===== src/rtl/disp_pkg.sv =====
// Shared types and default constants for the multiplexed display scan controller.
package disp_pkg;

    typedef enum logic [1:0] {OFF, SHOW, GUARD} scan_state_t;

    typedef logic [3:0] hex_t;

    localparam int DISP_N_DIGITS    = 4;
    localparam int DISP_REFRESH_DIV = 50000;
    localparam int DISP_GUARD_CYC   = 16;

    // Slot counter width: enough to hold the longer of the two slot lengths minus one.
    function automatic int cnt_width(input int a, input int b);
        return (a > b) ? $clog2(a) : $clog2(b);
    endfunction

endpackage


===== src/rtl/disp_slot_timer.sv =====
// Loadable down-counter; done is high during the last cycle of a started interval.
module disp_slot_timer #(
    parameter int CW = 2
) (
    input  logic          clk,
    input  logic          rst,
    input  logic          start,
    input  logic          clear,
    input  logic [CW:0]   length,
    output logic          done
);

    logic [CW-1:0] cnt_reg;
    logic          run_reg;
    logic [CW:0]   len_m1;

    assign len_m1 = length - (CW+1)'(1);
    assign done   = run_reg && (cnt_reg == '0);

    always_ff @(posedge clk or posedge rst) begin
        if (rst) begin
            cnt_reg <= '0;
            run_reg <= 1'b0;
        end else if (clear) begin
            cnt_reg <= '0;
            run_reg <= 1'b0;
        end else if (start) begin
            cnt_reg <= len_m1[CW-1:0];
            run_reg <= 1'b1;
        end else if (done) begin
            run_reg <= 1'b0;
        end else if (run_reg) begin
            cnt_reg <= cnt_reg - CW'(1);
        end
    end

endmodule


===== src/rtl/disp_scan_ctrl.sv =====
// Time-multiplexed hex display scanner with tear-free frame updates.
// Optional leading-zero blanking is enabled by defining DISP_SCAN_LZB_EN.
module disp_scan_ctrl
    import disp_pkg::*;
#(
    parameter int N_DIGITS    = DISP_N_DIGITS,
    parameter int REFRESH_DIV = DISP_REFRESH_DIV,
    parameter int GUARD_CYC   = DISP_GUARD_CYC
) (
    input  logic                          clk,
    input  logic                          rst,
    input  logic                          en,
    input  logic                          load,
    input  logic [4*N_DIGITS-1:0]         value_in,
    input  logic [N_DIGITS-1:0]           blank_in,
    output logic [3:0]                    nibble,
    output logic [N_DIGITS-1:0]           an,
    output logic [$clog2(N_DIGITS)-1:0]   digit_idx,
    output logic                          frame_done
);

    localparam int CW = cnt_width(REFRESH_DIV, GUARD_CYC);
    localparam int IW = $clog2(N_DIGITS);
    localparam int NW = 4 * N_DIGITS;
    localparam logic [CW:0]   SHOW_LEN  = (CW+1)'(REFRESH_DIV);
    localparam logic [CW:0]   GUARD_LEN = (CW+1)'(GUARD_CYC);
    localparam logic [IW-1:0] LAST_IDX  = IW'(N_DIGITS - 1);

    scan_state_t         state_reg, state_next;
    logic [IW-1:0]       idx_reg, idx_next;
    logic [N_DIGITS-1:0] an_reg, an_next;
    hex_t                nibble_reg, nibble_next;
    logic                frame_done_reg;
    logic [NW-1:0]       shadow_val_reg, shadow_val_next, pend_val_reg, src_val;
    logic [N_DIGITS-1:0] shadow_blank_reg, shadow_blank_next, pend_blank_reg, src_blank;
    logic [N_DIGITS-1:0] lzb_mask;
    logic                pend_flag_reg;
    logic                start, clear, wrap, slot_done;
    logic [CW:0]         slot_len;

    assign slot_len = (state_next == SHOW) ? SHOW_LEN : GUARD_LEN;

    disp_slot_timer #(.CW(CW)) u_timer (
        .clk    (clk),
        .rst    (rst),
        .start  (start),
        .clear  (clear),
        .length (slot_len),
        .done   (slot_done)
    );

    always_comb begin
        state_next = state_reg;
        idx_next   = idx_reg;
        start      = 1'b0;
        clear      = 1'b0;
        wrap       = 1'b0;
        if (!en) begin
            state_next = OFF;
            idx_next   = '0;
            clear      = 1'b1;
        end else begin
            case (state_reg)
                OFF: begin
                    state_next = SHOW;
                    idx_next   = '0;
                    start      = 1'b1;
                end
                SHOW: begin
                    if (slot_done) begin
                        state_next = GUARD;
                        start      = 1'b1;
                    end
                end
                GUARD: begin
                    if (slot_done) begin
                        state_next = SHOW;
                        start      = 1'b1;
                        if (idx_reg == LAST_IDX) begin
                            idx_next = '0;
                            wrap     = 1'b1;
                        end else begin
                            idx_next = idx_reg + IW'(1);
                        end
                    end
                end
                default: state_next = OFF;
            endcase
        end
    end

    // A load on the wrap cycle beats pending; with nothing pending the shadow is re-latched.
    always_comb begin
        src_val   = pend_val_reg;
        src_blank = pend_blank_reg;
        if (load) begin
            src_val   = value_in;
            src_blank = blank_in;
        end else if (!pend_flag_reg) begin
            src_val   = shadow_val_reg;
            src_blank = shadow_blank_reg;
        end
        shadow_val_next   = shadow_val_reg;
        shadow_blank_next = shadow_blank_reg;
        if (wrap) begin
            shadow_val_next   = src_val;
            shadow_blank_next = src_blank | lzb_mask;
        end
    end

`ifdef DISP_SCAN_LZB_EN
    logic [N_DIGITS-1:0] dark_ok;
    for (genvar gi = 0; gi < N_DIGITS; gi++) begin : g_lzb
        assign dark_ok[gi] = (src_val[4*gi +: 4] == 4'h0) || src_blank[gi];
        if (gi == 0) begin : g_keep
            assign lzb_mask[gi] = 1'b0;
        end else if (gi == N_DIGITS - 1) begin : g_top
            assign lzb_mask[gi] = (src_val[4*gi +: 4] == 4'h0);
        end else begin : g_mid
            assign lzb_mask[gi] = (src_val[4*gi +: 4] == 4'h0) && (&dark_ok[N_DIGITS-1:gi+1]);
        end
    end
`else
    assign lzb_mask = '0;
`endif

    // Outputs are derived from the next state so they change on the same edge as the state.
    always_comb begin
        an_next     = '1;
        nibble_next = nibble_reg;
        if (state_next == SHOW) begin
            nibble_next       = shadow_val_next[4*idx_next +: 4];
            an_next[idx_next] = shadow_blank_next[idx_next];
        end
    end

    always_ff @(posedge clk or posedge rst) begin
        if (rst) begin
            state_reg        <= OFF;
            idx_reg          <= '0;
            an_reg           <= '1;
            nibble_reg       <= '0;
            frame_done_reg   <= 1'b0;
            shadow_val_reg   <= '0;
            shadow_blank_reg <= '0;
            pend_val_reg     <= '0;
            pend_blank_reg   <= '0;
            pend_flag_reg    <= 1'b0;
        end else begin
            state_reg        <= state_next;
            idx_reg          <= idx_next;
            an_reg           <= an_next;
            nibble_reg       <= nibble_next;
            frame_done_reg   <= wrap;
            shadow_val_reg   <= shadow_val_next;
            shadow_blank_reg <= shadow_blank_next;
            if (load) begin
                pend_val_reg   <= value_in;
                pend_blank_reg <= blank_in;
                pend_flag_reg  <= !wrap;
            end else if (wrap) begin
                pend_flag_reg  <= 1'b0;
            end
        end
    end

    assign nibble     = nibble_reg;
    assign an         = an_reg;
    assign digit_idx  = idx_reg;
    assign frame_done = frame_done_reg;

endmodule

===== config.mk =====
export PLATFORM = sky130hd
export DESIGN_NAME = disp_scan_ctrl
export DESIGN_NICKNAME = d
export VERILOG_FILES = /design/src/rtl/disp_pkg.sv /design/src/rtl/disp_slot_timer.sv /design/src/rtl/disp_scan_ctrl.sv
export SDC_FILE = /design/constraint.sdc
export NUM_CORES = 1
export LEC_CHECK = 0
export ABC_AREA = 1
export CAP_MARGIN = 25
export CORE_ASPECT_RATIO = 2
export CORE_MARGIN = 4
export CORE_UTILIZATION = 53
export DETAILED_ROUTE_END_ITERATION = 6
export GPL_TIMING_DRIVEN = 1
export PLACE_DENSITY = 0.74
export REMOVE_ABC_BUFFERS = 1
export SLEW_MARGIN = 10
export SYNTH_ARGS = -nofsm -noshare
export SYNTH_HDL_FRONTEND = slang
export SYNTH_SLANG_ARGS = --single-unit

===== constraint.sdc =====
create_clock -name clk -period 3.8 [get_ports clk]
set_clock_uncertainty 0.1 [all_clocks]
set_input_delay 0.38 -clock clk [delete_from_list [all_inputs] [get_ports clk]]
set_output_delay 0.38 -clock clk [all_outputs]
set_load 0.03 [all_outputs]

======== Word level (Yosys, flattened, before mapping) ========
Index checks and enable logic that the tools add are counted.
operators by class
  add/subtract/negate cells ............... 3
  $lt $le $gt $ge ......................... 2
  equal/unequal tests ..................... 7
  shift-type cells ........................ 1
  muxes and demuxes ....................... 36
  bitwise gates (word level) .............. 2
  reductions and logical operators ........ 8
operators by type and width
  operator                                                     number
  two-way mux 16 bit                                           8
  subtractor 16 x 1 -> 16 bit (second input constant)          2
  logical NOT 16 bit                                           1
  two-way mux 4 bit                                            4
  variable part select 16 x 5 -> 4 bit                         1
  two-way mux 1 bit                                            13
  two-way mux 2 bit                                            6
  != test 3 x 1 -> 1 bit (second input constant)               2
  case mux 2 bit (3 select lines)                              1
  == test 2 x 1 -> 1 bit (second input constant)               2
  == test 2 bit (second input constant)                        2
  NOT 4 bit                                                    1
  OR 4 bit                                                     1
  case mux 2 bit (2 select lines)                              1
  less-than comparator 2 x 3 -> 1 bit (second input constant)  1
  != test 3 bit (second input constant)                        1
  adder 2 x 1 -> 2 bit (second input constant)                 1
  binary-select mux 1 bit (select 2 bit)                       1
  demux 1 bit (select 2 bit)                                   1
  >= comparator 2 x 1 -> 1 bit (second input constant)         1
  logical AND 1 bit                                            2
  logical NOT 2 bit                                            1
  case mux 1 bit (2 select lines)                              1
  AND reduction 2 bit                                          1
  3 further kinds                                              3
word-level totals
  flip-flop bits (word level) ............. 71
  input port bits ......................... 24
  output and inout port bits .............. 11
  logic and storage cells ................. 71

======== Depth between registers and ports, before layout ========
Gate-level depths: netlist (run 1).
  depth in word-level cells ............... 12
  gate-level depth with buffers ........... 17
  depth with buffers taken out ............ 16

======== Modules after synthesis ========
From an unflattened synthesis (run 1), not the netlist that was laid out.
second synthesis, totals
  cells, all modules ...................... 524
  area, all modules ....................... 3,763.6 sq um
by module, submodules not included
  module           instances  cells each  area an instance (sq um)  seq. area each (sq um)
  disp_scan_ctrl   1          297         2,404.8                   1,356.3
  disp_slot_timer  1          227         1,358.8                   425.4

======== Least setup slack after synthesis (run 1) ========
No wires, ideal clock.
  path type ............................... reg-to-reg
  from .................................... register u_timer.cnt_reg[2]
  to ...................................... register u_timer.cnt_reg[14]
  setup time .............................. 0.118 ns
  arrival time ............................ 1.922 ns
  required time ........................... 3.582 ns
  setup slack ............................. 1.660 ns
  stages on the path, launching flop included .. 16
  path buffers ............................ 0
  period minus slack after synthesis ...... 2.140 ns
  cell sequence ........................... dfrtp_1 nor2_2 nand2_2 nor2_4 nand4_1 nand2_1 nand2_2 inv_2 nor2_1 inv_1 ha_1 nand3_2 nor2_4 nand4_1 nand3_1 nand2_1
between the ends
  cells in the longest elaborated chain, start to end .. 10
  elaborated cells between the ends (all ways) .. 20
  those cells by class .................... add/sub (2); eq/ne (3); mux (12); reduce/logical (3)
RTL lines
  element                               RTL line                                    RTL
  start: declaration                    disp_slot_timer.sv:13                       logic [CW-1:0] cnt_reg;
  start signal: assignment              disp_slot_timer.sv:28                       cnt_reg <= len_m1[CW-1:0];
  start signal: assignment              disp_slot_timer.sv:33                       cnt_reg <= cnt_reg - CW'(1);
  logical NOT 16 bit                    disp_slot_timer.sv:18                       assign done = run_reg && (cnt_reg == '0);
  logical AND 1 bit                     disp_slot_timer.sv:18
  two-way mux 2 bit (on tied branches)  disp_scan_ctrl.sv:76, disp_scan_ctrl.sv:70
  case mux 2 bit (3 select lines)       disp_scan_ctrl.sv:63                        case (state_reg)
  two-way mux 2 bit                     disp_scan_ctrl.sv:58                        if (!en) begin
  == test 2 x 1 -> 1 bit                disp_scan_ctrl.sv:41                        assign slot_len = (state_next == SHOW) ? SHOW_LEN : GUARD_LEN;
  two-way mux 16 bit                    disp_scan_ctrl.sv:41
  subtractor 16 x 1 -> 16 bit           disp_slot_timer.sv:17                       assign len_m1 = length - (CW+1)'(1);
  two-way mux 16 bit                    disp_slot_timer.sv:27                       end else if (start) begin
  two-way mux 16 bit                    disp_slot_timer.sv:24                       end else if (clear) begin
Several ways; a longest one is shown, not always the timed one. The select of a mux whose other input is x is not followed.
A chain may end at the register's enable or synchronous reset.

======== Worst setup path after layout (run 1) ========
  from .................................... register u_timer.cnt_reg[3]
  to ...................................... register nibble_reg[2] (netlist: nibble[2])
between the ends
  cells in the longest elaborated chain, start to end .. 7
  elaborated cells between the ends (all ways) .. 15
  those cells by class .................... eq/ne (1); shift (1); mux (11); reduce/logical (2)
RTL lines
  element                               RTL line               RTL
  logical NOT 16 bit                    disp_slot_timer.sv:18
  logical AND 1 bit                     disp_slot_timer.sv:18
  two-way mux 1 bit                     disp_scan_ctrl.sv:76   if (slot_done) begin
  two-way mux 1 bit                     disp_scan_ctrl.sv:63
  two-way mux 1 bit                     disp_scan_ctrl.sv:58
  two-way mux 16 bit                    disp_scan_ctrl.sv:105  if (wrap) begin
  named net shadow_val_next[2]          disp_scan_ctrl.sv:34   logic [NW-1:0] shadow_val_reg, shadow_val_next, pend_val_reg, src_val;
  variable part select 16 x 5 -> 4 bit  disp_scan_ctrl.sv:132  nibble_next = shadow_val_next[4*idx_next +: 4];
  end signal: assignment                disp_scan_ctrl.sv:153  nibble_reg <= nibble_next;
  end: declaration                      disp_scan_ctrl.sv:32   hex_t nibble_reg, nibble_next;
The timed path passes the listed nets, and every way through them passes these cells.

==> run summary, run 1 <==
Outcome = finished clean
Ys async rst share = 1.00
Total number of vias = 3024
Min-delay worst type = in -> async
Layout Utilization = 0.649
Pin count of the biggest net entering global routing = 41
Crit path DAT = 2.83 ns
Gates resized, CTS repair = 0
Starting Density = 0.542
Grt ovf = 0
Max-Cap Viols = 0
Cell count after placement = 568
Worst Path Buf+Inv = 1
Starting DRT DRC Count = 173
Drt via density = 5.18
Area Overhead vs Synth = 19.9%
# diodes = 0
Setup TNS = 0 ns
Final #Nets = 521
Initial antenna violation count = 0
Largest stage delay on the critical path = 0.59 ns
Die X = 66.2 µm
Cells after Synth = 452
DRT Pass-1 Iters = 4
Leak = 0.00229 µW
Critical path type = reg -> reg
Crit-path max FO = 40
Worst path required time = 3.92 ns
Sequential fraction of the synthesis area = 0.497
Design area = 4300 µm²
Synth unique cells = 32
Die area = 8230 µm²
Startpoint Class = flop
Delay-heaviest family, CP = simple AND/OR/NAND/NOR gates
Number of port buffers = 34
Final WL = 8040 µm
Leading post-synthesis cells by cell area = dfrtp_1, nand2_1, inv_1, nand3_1, o21ai_0
Post-synth top flop = dfrtp_1
Synthesized cell area = 3590 µm²
Post-CTS Setup Bufs = 0
Global-route wire length before repair = 13800 µm
Slowest cell on the critical path = nor2_4
Root Driver = clkbuf_16
Synth area leader = dfrtp_1
EDFF count, synth = 0
Synth warnings = 0
Post-route insts no fill = 584
Antenna-violating nets left = 0
CP cell instances = nor2_1 -> nand2_2 -> nor2_4 -> nand2_1 -> nor2_2 -> nand2_2 -> nor2_4 -> nand3_1 -> o21ai_0 -> inv_1 -> nand2_1 -> o21ai_0 -> nand2_1 -> nand2_1 -> nand2_1 -> nand2_1
Layout cells sized above 1 = 0.103
IO Pins = 35
Syn avg cell area = 7.93 µm²
Max Fclk = 0.369 GHz
Tcrit/Tclk final = 0.713
Fin crit period = 2.71 ns
Drt wl/cell = 13.8 µm
Worst-path clk slew = 0.05 ns
Cell Area, Placed = 3990 µm²
Area share of the largest cell type after synthesis = 0.468
Vias in the first global route = 3085
Most common cell in the netlist = nand2_1
Clk sink count = 71
Die height = 124 µm
Post-CTS Hold Fix Bufs = 0
Area of the core = 6620 µm²
Worst slew pin tran = 0.774 ns
Max_slew headroom = 0.482
Max H-tree Level = 3
Synth cell count leaders = nand2_1, dfrtp_1, inv_1, nand3_1, o21ai_0
RSZ-0062 raised after global routing = false
Setup crit end kind = flop
Max Slew Vio Count = 0
Routability Congestion = 0.985
Pwr/cell area = 566 nW/µm²
Final Hold Vio Count = 0
CTS Buffer Depth = 2
DRC viols = 0
CTS tree = yes
Peak VDD IR = 0.348 mV
GRT Total Usage = 0.219
Dpl hpwl = 5940 µm
Latest clock arrival within the worst-skew pair = 0.33 ns
Site Rows = 42
FF+latch count, synth = 71
Power Total = 2430 µW
Most frequent cell on the critical path = nand2_1
TritonCTS buffer count = 9
Final setup viols = 0
## metal layers
layer	vias up	GRT usage	part of all wire
met5	-	0	0
met4	0	0.168	0.065
met3	37	0.0397	0.043
met2	81	0.365	0.52
met1	1402	0.233	0.37
li1	1504	-	-
## cell type report
cell class,instances,area (µm²)
multi-input combinational,309,1500
clock buffer,12,236
sequential,71,1780
timing repair buffer,38,370
tap,88,110
clock inverter,4,70.1
inverter,62,233
fill,600,2320
## through the flow
stage,setup slack (ns),hold WS [ns]
6_report,1.09,0.283
4_1_cts,1.07,0.287
3_3_place_gp,0.901,0.349
2_1_floorplan,1.53,0.337
3_5_place_dp,0.880,0.355
5_1_grt,0.719,0.321
## worst reg2reg max path, stage by stage, from the launching register on
cell and delay (ns):
dfrtp_1 0.40, nor2_1 0.20, nand2_2 0.12, nor2_4 0.12
nand2_1 0.09, nor2_2 0.12, nand2_2 0.07, nor2_4 0.59
nand3_1 0.18, o21ai_0 0.16, inv_1 0.09, nand2_1 0.06
o21ai_0 0.09, nand2_1 0.07, nand2_1 0.05, nand2_1 0.05
nand2_1 0.05
## kinds of logic after synthesis
logic type | Yosys count | synth area share
adders and majority gates | 6 | 0.0209
buffers and inverters | 72 | 0.0851
xor gates and xnor gates | 2 | 0.00489
and+or+nand+nor | 241 | 0.297
DFF | 71 | 0.497
AOI/OAI and AO/OA | 60 | 0.0949
## worst paths after layout
kind                       cells past startpoint                          end                            from  slack [ns]
setup / recovery                              16        nibble[2]$_DFFE_PP0N_  u_timer.cnt_reg[3]$_DFFE_PP0P_        1.09
hold / removal                                 2        nibble[2]$_DFFE_PP0N_                             rst        0.28
setup reg to reg                              16        nibble[2]$_DFFE_PP0N_  u_timer.cnt_reg[3]$_DFFE_PP0P_        1.09
hold reg to reg                                2  pend_val_reg[3]$_DFFE_PP0P_     pend_val_reg[3]$_DFFE_PP0P_        0.36
max in group asynchronous                      3              an[3]$_DFF_PP1_                             rst        2.49
min in group clk                               2  pend_val_reg[3]$_DFFE_PP0P_     pend_val_reg[3]$_DFFE_PP0P_        0.36
## placed cells by master, fill, tap and decap left out, types with 7 or more instances in the layout
cell type and count:
nand2_1 151, clkdlybuf4s50_1 34, nand3_1 38, inv_1 57
o21ai_0 33, nor2_1 24, clkbuf_16 9, a21oi_1 7
dfrtp_1 67
## where the power goes
part	total [µW]	internal [µW]	switching, µW
Clock	861	572	289
Combinational	667	224	444
Sequential	904	841	62.8
Total	2430	1640	795
No activity file was read; power rests on OpenSTA's default activity.
==> inputs of run 2 (changes only) <==
==> constraint.sdc (replaced) <==
create_clock -name clk -period 2.6 [get_ports clk]
set_clock_uncertainty 0.1 [all_clocks]
set_input_delay 0.26 -clock clk [delete_from_list [all_inputs] [get_ports clk]]
set_output_delay 0.26 -clock clk [all_outputs]
set_load 0.03 [all_outputs]
==> run 2 against run 1 <==
Worst setup slack got worse by 0.88 ns. Total power is 48% higher. Sequential share of layout area down 0.90 points. Clock power is 46% higher. Die area did not move. Cell count grew 1.2%. Non-clock buffer count grew 7. Largest cell class unchanged. Largest power group unchanged.
==> run summary, run 2 (synthesized netlist as in run 1, its figures left out) <==
Max Fclk = 0.418 GHz (+13%)
Drt wl/cell = 14.2 µm (+3.3%)
Drt via density = 5.16 (-0.40%)
Antenna-violating nets left = 0 (unchanged)
Final setup viols = 0 (unchanged)
Crit-path max FO = 8 (-80%)
Reg2reg end = u_timer.cnt_reg[15]$_DFFE_PP0P_
CTS Buffer Depth = 2 (unchanged)
Setup crit end kind = flop
Die height = 124 µm (unchanged)
# diodes = 0 (unchanged)
Die X = 66.2 µm (unchanged)
Worst-path clk slew = 0.05 ns (about the same)
Dpl hpwl = 5980 µm (+0.75%)
Site Rows = 42 (unchanged)
Worst slew pin tran = 0.559 ns (-0.215 ns)
Routability Congestion = 0.919 (-6.7%)
Total number of vias = 3048 (+0.79%)
Critical path type = reg -> reg
Max H-tree Level = 3 (unchanged)
Final #Nets = 528 (+1.3%)
TritonCTS buffer count = 9 (unchanged)
Root Driver = clkbuf_16
Area of the core = 6620 µm² (unchanged)
Die area = 8230 µm² (unchanged)
IO Pins = 35 (unchanged)
Max Slew Vio Count = 0 (unchanged)
Min-delay worst type = in -> async
Final Hold Vio Count = 0 (unchanged)
GRT Total Usage = 0.225 (+0.00609)
Startpoint Class = flop
Outcome = finished clean
Clk sink count = 71 (unchanged)
Crit path DAT = 2.51 ns (-0.32 ns)
Max_slew headroom = 0.626 (+0.144)
Max-Cap Viols = 0 (unchanged)
R2R setup slack = 0.21 ns (-0.88 ns)
Reg2reg start = u_timer.cnt_reg[5]$_DFFE_PP0P_
Pwr/cell area = 821 nW/µm² (+45%)
Final WL = 8400 µm (+4.5%)
WHS = 0.203 ns (-0.0796 ns)
Slowest cell on the critical path = dfrtp_1
Setup TNS = 0 ns (unchanged)
DRT Pass-1 Iters = 4 (unchanged)
Starting Density = 0.542 (unchanged)
Most common cell after layout, fill and taps aside = nand2_1
Power Total = 3610 µW (+48%)
Peak VDD IR = 0.558 mV (+60%)
Grt ovf = 0 (unchanged)
Initial antenna violation count = 0 (unchanged)
Pin count of the biggest net entering global routing = 41 (unchanged)
Worst path required time = 2.72 ns (-1.20 ns)
Tcrit/Tclk final = 0.919 (+0.207)
RSZ-0062 raised after global routing = false
Area Overhead vs Synth = 22.6%
Global-route wire length before repair = 14000 µm (+1.9%)
Commonest cells after routing, fill and taps aside = nand2_1, dfrtp_1, inv_1, nand3_1, clkdlybuf4s50_1
Starting DRT DRC Count = 144 (-17%)
Vias in the first global route = 3118 (+1.1%)
CP cell instances = nor2_1 -> nand2_1 -> nor2_2 -> nand3_1 -> a21oi_1 -> nand2_1 -> nand2_4 -> nand2_4 -> o21ai_1 -> nand2_2 -> nor2_1 -> nand3_1 -> nand3_1 -> nand2_1
Latest clock arrival within the worst-skew pair = 0.33 ns (about the same)
Fin crit period = 2.39 ns (-0.318 ns)
CTS tree = yes
Leak = 0.00233 µW (+1.8%)
DRC viols = 0 (unchanged)
Number of port buffers = 34 (unchanged)
Layout cells sized above 1 = 0.117 (+0.0145)
Largest stage delay on the critical path = 0.41 ns (-0.18 ns)
Worst r2r path cells = 14 (-2)
[run 2: cell types whose count changed in the layout (fill, tap and decap cells not counted), moves of 2 or more]
| cell | change |
|---|---|
| buf_12 | +2 |
| buf_4 | +5 |
| clkbuf_8 | +3 |
| clkinv_2 | -2 |
[run 2: where the power goes]
part	switching, µW	internal, µW	total, µW	leakage (µW)
sequential	94.7	1230	1320	0.000924
combinational	676	350	1030	0.00126
clock	435	821	1260	0.000149
total	1210	2400	3610	0.00233
[run 2: cell type report]
type,instances,area (µm²)
Fill cell,602,2230
Sequential cell,71,1780
Multi-Input combinational cell,309,1510
Timing Repair Buffer,45,448
Clock buffer,14,274
Inverter,62,233
Tap cell,88,110
Clock inverter,2,37.5
[run 2: worst max-delay path: cells and delay by family, from the launching register on]
family / cells / cell delay, ns
AOI/OAI and AO/OA: 2 / 0.32
DFF: 1 / 0.41
and+or+nand+nor: 12 / 1.44
[run 2: repair_timing]
item / CTS / global route
hold buffers: 0 / 0
setup buffers: 0 / 0
endpoints found under the setup margin: 0 / 2
resized for setup: 0 / 2
endpoints found under the hold margin: 0 / 0
[run 2: worst max path at each step]
stage / slack [ns] / cells past startpoint / endpoint / start
6_report: 0.21 / 14 / u_timer.cnt_reg[15]$_DFFE_PP0P_ / u_timer.cnt_reg[5]$_DFFE_PP0P_
4_1_cts: 0.18 / 15 / u_timer.cnt_reg[12]$_DFFE_PP0P_ / u_timer.cnt_reg[2]$_DFFE_PP0P_
2_1_floorplan: 0.38 / 14 / nibble[0]$_DFFE_PP0N_ / digit_idx[0]$_DFF_PP0_
3_5_place_dp: 0.19 / 13 / u_timer.cnt_reg[12]$_DFFE_PP0P_ / en
5_1_grt: 0.007 / 13 / an[3]$_DFF_PP1_ / u_timer.cnt_reg[12]$_DFFE_PP0P_
3_3_place_gp: 0.21 / 14 / u_timer.cnt_reg[11]$_DFFE_PP0P_ / en
[run 2: per-layer routing]
layer  global-route usage  part of all wire  vias up
met3               0.0587             0.034       21
met5                    0                 0        -
li1                     -                 -     1523
met4                0.109             0.028        0
met2                0.398              0.55       70
met1                0.236              0.38     1434
[run 2: metrics by stage]
stage	utilization	instances	setup slack (ns)	area, µm²
2_1_floorplan	-	442	0.379	3510
3_3_place_gp	0.615	575	0.210	4070
6_report	0.664	591	0.210	4400
5_1_grt	0.664	591	0.00675	4400
4_1_cts	0.662	591	0.182	4380
3_5_place_dp	0.615	575	0.190	4070
==> inputs of run 3 (changes only) <==
--- a/config.mk
+++ b/config.mk
@@ -17,4 +17,5 @@
 export SLEW_MARGIN = 10
 export SYNTH_ARGS = -nofsm -noshare
 export SYNTH_HDL_FRONTEND = slang
+export SYNTH_HIERARCHICAL = 1
 export SYNTH_SLANG_ARGS = --single-unit
==> run 3 against run 2 <==
Non-clock buffer count rose by 30. Design area increased by 12%. Worst setup slack worse by 0.17 ns. Global-route usage rose by 0.74 points. Register-to-register slack got worse by 0.17 ns. Synthesized cell count increased by 16%. Sequential cell count is the same. Worst hold slack improved by 0.019 ns. Routed wire length up 6.1%. Via count grew 11%. Largest power group is now combinational cells. Highest routed layer unchanged.
==> run summary, run 3 <==
Outcome = finished clean
Final Hold Vio Count = 0 (unchanged)
Worst path required time = 2.71 ns (about the same)
Syn avg cell area = 7.18 µm² (-9.5%)
Most common cell in the netlist = nand2_1
Leak = 0.00269 µW (+15%)
Die height = 127 µm (+2.3%)
Layout fillers = 544 (-9.6%)
Tcrit/Tclk final = 0.984 (+0.0649)
Final setup viols = 0 (unchanged)
DRT Pass-1 Iters = 4 (unchanged)
Critical path type = reg -> reg
Startpoint Class = flop
Crit-path max FO = 6 (-2)
Ys async rst share = 1.00 (unchanged)
Post-route insts no fill = 699 (+18%)
Vias in the first global route = 3484 (+12%)
Drt wl/cell = 12.8 µm (-10%)
Die area = 8590 µm² (+4.5%)
Dpl hpwl = 6720 µm (+12%)
Synthesized cell area = 3760 µm² (+5.0%)
Routability Congestion = 0.880 (-4.3%)
Max Fclk = 0.391 GHz (-6.6%)
Layout cells sized above 1 = 0.190 (+0.0732)
Clk sink count = 71 (unchanged)
Crit path DAT = 2.67 ns (+0.16 ns)
Max Slew Vio Count = 0 (unchanged)
Sequential fraction of the synthesis area = 0.473 (-0.0235)
DRC viols = 0 (unchanged)
Die X = 67.6 µm (+2.1%)
Final WL = 8920 µm (+6.1%)
Initial antenna violation count = 0 (unchanged)
Synth warnings = 6 (+6)
WHS = 0.223 ns (+0.0194 ns)
Commonest cells after routing, fill and taps aside = nand2_1, dfrtp_1, nand3_1, inv_1, buf_4
GRT Total Usage = 0.232 (+0.00745)
Synth cell count leaders = nand2_1, dfrtp_1, inv_1, nand3_1, nor2_1
Most common cell after layout, fill and taps aside = nand2_1
Area of the core = 6940 µm² (+4.8%)
Setup crit end kind = flop
Latest clock arrival within the worst-skew pair = 0.33 ns (about the same)
Pin count of the biggest net entering global routing = 55 (+34%)
Post-CTS Hold Fix Bufs = 0 (unchanged)
Min-delay worst type = in -> async
# diodes = 0 (unchanged)
Total number of vias = 3394 (+11%)
Number of port buffers = 34 (unchanged)
Area Overhead vs Synth = 31.0%
Site Rows = 43 (+2.4%)
Synth area leader = dfrtp_1
Root Driver = clkbuf_16
Max-Cap Viols = 0 (unchanged)
Peak VDD IR = 0.615 mV (+10%)
Worst slew pin tran = 0.698 ns (+0.139 ns)
Starting DRT DRC Count = 271 (+88%)
FF+latch count, synth = 71 (unchanged)
CTS tree = yes
RSZ-0062 raised after global routing = true
Synth unique cells = 29 (-9.4%)
Starting Density = 0.542 (+0.000703)
EDFF count, synth = 0 (unchanged)
IO Pins = 35 (unchanged)
Drt via density = 4.86 (-5.9%)
Largest stage delay on the critical path = 0.39 ns (-0.02 ns)
CP cell instances = nor2_1 -> nand3_1 -> nor2_2 -> nand2_2 -> nor2_4 -> a21oi_2 -> nor3_4 -> buf_4 -> nand2_1 -> o21ai_2 -> ha_2 -> nand3_4 -> nor2_4 -> nand3_1 -> nand3_1 -> nand2_1
Grt ovf = 0 (unchanged)
Most frequent cell on the critical path = nand3_1
Final #Nets = 634 (+20%)
Worst-path clk slew = 0.06 ns (about the same)
CTS Buffer Depth = 2 (unchanged)
Cells after Synth = 524 (+16%)
Antenna-violating nets left = 0 (unchanged)
Slowest cell on the critical path = dfrtp_1
Global-route wire length before repair = 15200 µm (+8.6%)
Pwr/cell area = 920 nW/µm² (+12%)
TritonCTS buffer count = 9 (unchanged)
Leading post-synthesis cells by cell area = dfrtp_1, nand2_1, nand3_1, inv_1, dfstp_2
Fin crit period = 2.56 ns (+0.169 ns)
Post-synth top flop = dfrtp_1
Cell count after placement = 678 (+18%)
Max H-tree Level = 3 (unchanged)
Max_slew headroom = 0.534 (-0.0925)
Area share of the largest cell type after synthesis = 0.445 (-0.0221)
[run 3: cell types whose count changed after synthesis, moves of 3 or more]
cell	delta
a21oi_1	-5
buf_2	+7
buf_4	+3
inv_1	-13
inv_2	-3
nand2_1	+118
nand3_1	+6
nand4_1	-3
nor2_1	+3
o21ai_0	-29
o22ai_1	-6
[run 3: path summary, 6_finish.rpt]
kind | from | end | depth (start not counted) | slack, ns
worst min register to register | pend_val_reg[11]$_DFFE_PP0P_ | pend_val_reg[11]$_DFFE_PP0P_ | 2 | 0.37
min in group clk | pend_val_reg[11]$_DFFE_PP0P_ | pend_val_reg[11]$_DFFE_PP0P_ | 2 | 0.37
worst max register to register | u_timer/cnt_reg[1]$_DFFE_PP0P_ | u_timer/cnt_reg[8]$_DFFE_PP0P_ | 16 | 0.04
worst max-delay path | u_timer/cnt_reg[1]$_DFFE_PP0P_ | u_timer/cnt_reg[8]$_DFFE_PP0P_ | 16 | 0.04
max in group asynchronous | rst | u_timer/cnt_reg[2]$_DFFE_PP0P_ | 2 | 1.66
worst min-delay path | rst | pend_blank_reg[0]$_DFFE_PP0P_ | 3 | 0.22
[run 3: layout make-up]
cell class	count	area, µm²	area share
clock inverter	5	81.3	0.0165
timing repair buffer	75	673	0.137
multi-input combinational	400	1860	0.378
sequential	71	1780	0.361
tap	90	113	0.0228
inverter	47	176	0.0358
clock buffer	11	243	0.0492
[run 3: routing by layer]
metal | share of wire | wire (µm) | track usage
met5 | 0 | 0 | 0
met4 | 0.038 | 343 | 0.130
met3 | 0.034 | 303 | 0.0405
met2 | 0.57 | 5050 | 0.423
met1 | 0.36 | 3220 | 0.236
[run 3: kinds of logic (layout without fill, tap and decap cells)]
logic type,Yosys count,after routing,share of synthesized area
adder cells (fa/ha/maj),6,6,0.0199
AO/OA/AOI/OAI,14,14,0.0219
other,2,12,0.00200
AND/OR/NAND/NOR,365,365,0.400
XOR/XNOR,3,3,0.00698
flip-flops,71,71,0.473
buffers and inverters,63,138,0.0755
[run 3: what timing repair did]
item,4_1_cts,5_1_grt
gates resized for setup,1,41
pin swaps,0,15
setup buffers,0,5
hold endpoints to repair,0,0
endpoints found under the setup margin,10,23
cloned,0,0
[run 3: per-stage QoR]
stage               utilization  setup TNS (ns)  instance area [µm²]  power [µW]  setup slack [ns]
finish                    0.710               0                 4930        4540            0.0414
global route              0.710           -2.11                 4930        4870            -0.226
CTS                       0.688               0                 4770        4260           0.00120
detailed placement        0.641          -0.129                 4450        2920           -0.0231
global placement          0.641               0                 4450        2890            0.0161
floorplan                     -          -12.98                 3690        2310            -0.888
[run 3: worst max-delay path, delay by kind of cell (launching register included)]
family	cells	cell delay, ns
AOI/OAI and AO/OA	2	0.15
DFF	1	0.39
and+or+nand+nor	12	1.40
buffers and inverters	1	0.16
adders and majority gates	1	0.24
[run 3: power by group]
part | leakage, µW | internal (µW) | switching, µW
logic | 0.00161 | 779 | 1130
registers | 0.000919 | 1230 | 85.9
clock network | 0.000156 | 865 | 449
==> RTL edit (flow settings as in run 2) <==
The package constant `DISP_REFRESH_DIV` goes from 50000 to 200000.
--- a/src/rtl/disp_pkg.sv
+++ b/src/rtl/disp_pkg.sv
@@ -7,5 +7,5 @@
 
     localparam int DISP_N_DIGITS    = 4;
-    localparam int DISP_REFRESH_DIV = 50000;
+    localparam int DISP_REFRESH_DIV = 200000;
     localparam int DISP_GUARD_CYC   = 16;
 
Behaviour: no difference found for any inputs over 10 cycles, from zero or initial values and one cycle with rst high; that may be too few to reach the edited logic, so the function may still have changed.
==> RTL edit against run 2 <==
- power is 22% higher
- combinational power grew 70%
- design area rose by 16%
- critical path depth up 1
- sequential cell count up 2
- routed wire length is 26% higher
- area after synthesis up 9.4%
- worst setup slack worse by 0.19 ns
==> RTL edit: results (changes against run 2) <==
** Final layout
- Share of cells above drive strength 1 :: 19.2% (+7.5 points)
- The net count reported at finish was 613 (+16%).

** Place
- The half-perimeter wire length after placement came to 7.43 mm (+24%).
- Placer's final routability congestion estimate :: 0.950 (+3.4%)
- Dpl ws :: -0.0492 ns (-0.240 ns)
- The cell area after placement came to 0.00445 sq mm (+9.3%).

** Timing
- Min Hold Slack :: 0.218 ns (+0.0145 ns)

** Synth
- Register area share after synthesis :: 46.7% (-3.0 points)
- Top-area cell type share of the netlist area :: 44.0% (-2.7 points)
- The average cell area after synthesis was 7.64 sq um (-3.7%).
- The count of distinct cell types in the synthesized netlist is 37 (+16%).
- After synthesis, the cell types taking the most area are sky130_fd_sc_hd__dfrtp_1 (44%), sky130_fd_sc_hd__nand2_1 (14%), sky130_fd_sc_hd__nor2_1 (5.1%), sky130_fd_sc_hd__o21ai_0 (5.0%), sky130_fd_sc_hd__inv_1 (4.3%).

** Global route
- First-pass GRT wire length :: 16.6 mm (+18%)
- The maximum number of pins on one net before global-route repair came to 74 (+80%).
- The overall track demand over capacity in global routing is 25.1% (+2.6 points).

** Drt
- Vias after detailed routing :: 3680 (+21%)
- Post-Route WL :: 10.6 mm (+26%)
- DR vias/cell :: 5.41 (+4.9%)
- The count of routing violations after the opening detailed-route iteration was 203 (+41%).

** Worst setup path
- Maximum fanout along the worst path :: 5 (-3)
- The worst-case register-to-register setup slack came to 0.02 ns (-0.19 ns).
- Worst r2r dst :: an[0]
- RR Startpoint :: u_timer.cnt_reg[2]
- The worst reg2reg path depth was 15 (+1).
- Data arrival at the endpoint of the critical path :: 2.75 ns (+0.24 ns)

** Pwr
- Leakage power :: 2.59 nW (+11%)

** Status
- The run finished with clean final reports.
-- RTL edit: cell count changes after synthesis, moves of 8 or more --
cell	delta
sky130_fd_sc_hd__a21oi_1	+17
sky130_fd_sc_hd__clkbuf_1	+11
sky130_fd_sc_hd__inv_1	-13
sky130_fd_sc_hd__nor2_1	+29
sky130_fd_sc_hd__nor3_1	+8
sky130_fd_sc_hd__o21a_1	+9
-- RTL edit: kinds of logic (layout without fill, tap and decap cells) --
group	count (synthesis)	in the layout	synth area share (%)
DFF	73	73	46.7
and+or+nand+nor	277	277	31.6
buffers and inverters	68	143	6.76
AOI/OAI and AO/OA	86	86	12.3
adders and majority gates	6	6	1.91
xor gates and xnor gates	3	3	0.670
-- RTL edit: worst max-delay path by stage --
stage / startpoint / end / cells past startpoint / slack (ns)
after floorplan: u_timer.cnt_reg[12] / an[2] / 13 / 0.07
after detailed placement: en / u_timer.cnt_reg[12] / 15 / -0.05
after global routing: u_timer.cnt_reg[4] / u_timer.cnt_reg[11] / 16 / -0.16
final: u_timer.cnt_reg[2] / an[0] / 15 / 0.02
after global placement: en / u_timer.cnt_reg[12] / 15 / 0.02
after CTS: u_timer.cnt_reg[14] / u_timer.cnt_reg[12] / 17 / 0.008
-- RTL edit: critical path, delay by kind of cell (launching register included) --
family	cells	cell delay (ns)
AO/OA/AOI/OAI	2	0.41
AND/OR/NAND/NOR	10	1.17
flip-flops	1	0.41
buffers and inverters	3	0.44
-- RTL edit: per-stage QoR --
stage	setup TNS [ns]	total power [mW]
6_report	0	4.40
3_3_place_gp	0	2.69
5_1_grt	-1.36	4.66
4_1_cts	0	4.00
3_5_place_dp	-0.224	2.71
2_1_floorplan	0	2.31
-- RTL edit: per-layer routing --
layer	track usage, %	part of all wire (%)
met5	0	0
met4	14.7	5.1
met3	5.12	3.3
met2	46.4	57
met1	24.0	35
-- RTL edit: what timing repair did --
item / CTS / global route
buffers inserted: 0 / 26
pin swaps: 2 / 21
setup endpoints to repair: 5 / 20
resized for setup: 3 / 36
-- RTL edit: power by group through the flow --
stage	combinational (mW)	clock (mW)	sequential, mW
2_1_floorplan	0.915	0	1.39
3_3_place_gp	1.29	0	1.39
3_5_place_dp	1.31	0	1.40
4_1_cts	1.34	1.28	1.38
5_1_grt	1.92	1.33	1.41
6_report	1.75	1.26	1.39
-- RTL edit: area by class of cell --
type / instances / area [sq um] / share of cell area (%)
Timing Repair Buffer: 76 / 688 / 13.5
Clock inverter: 4 / 51.3 / 1.00
Clock buffer: 12 / 256 / 5.02
Tap cell: 92 / 115 / 2.25
Sequential cell: 73 / 1830 / 35.9
Inverter: 51 / 194 / 3.80
Multi-Input combinational cell: 372 / 1970 / 38.6
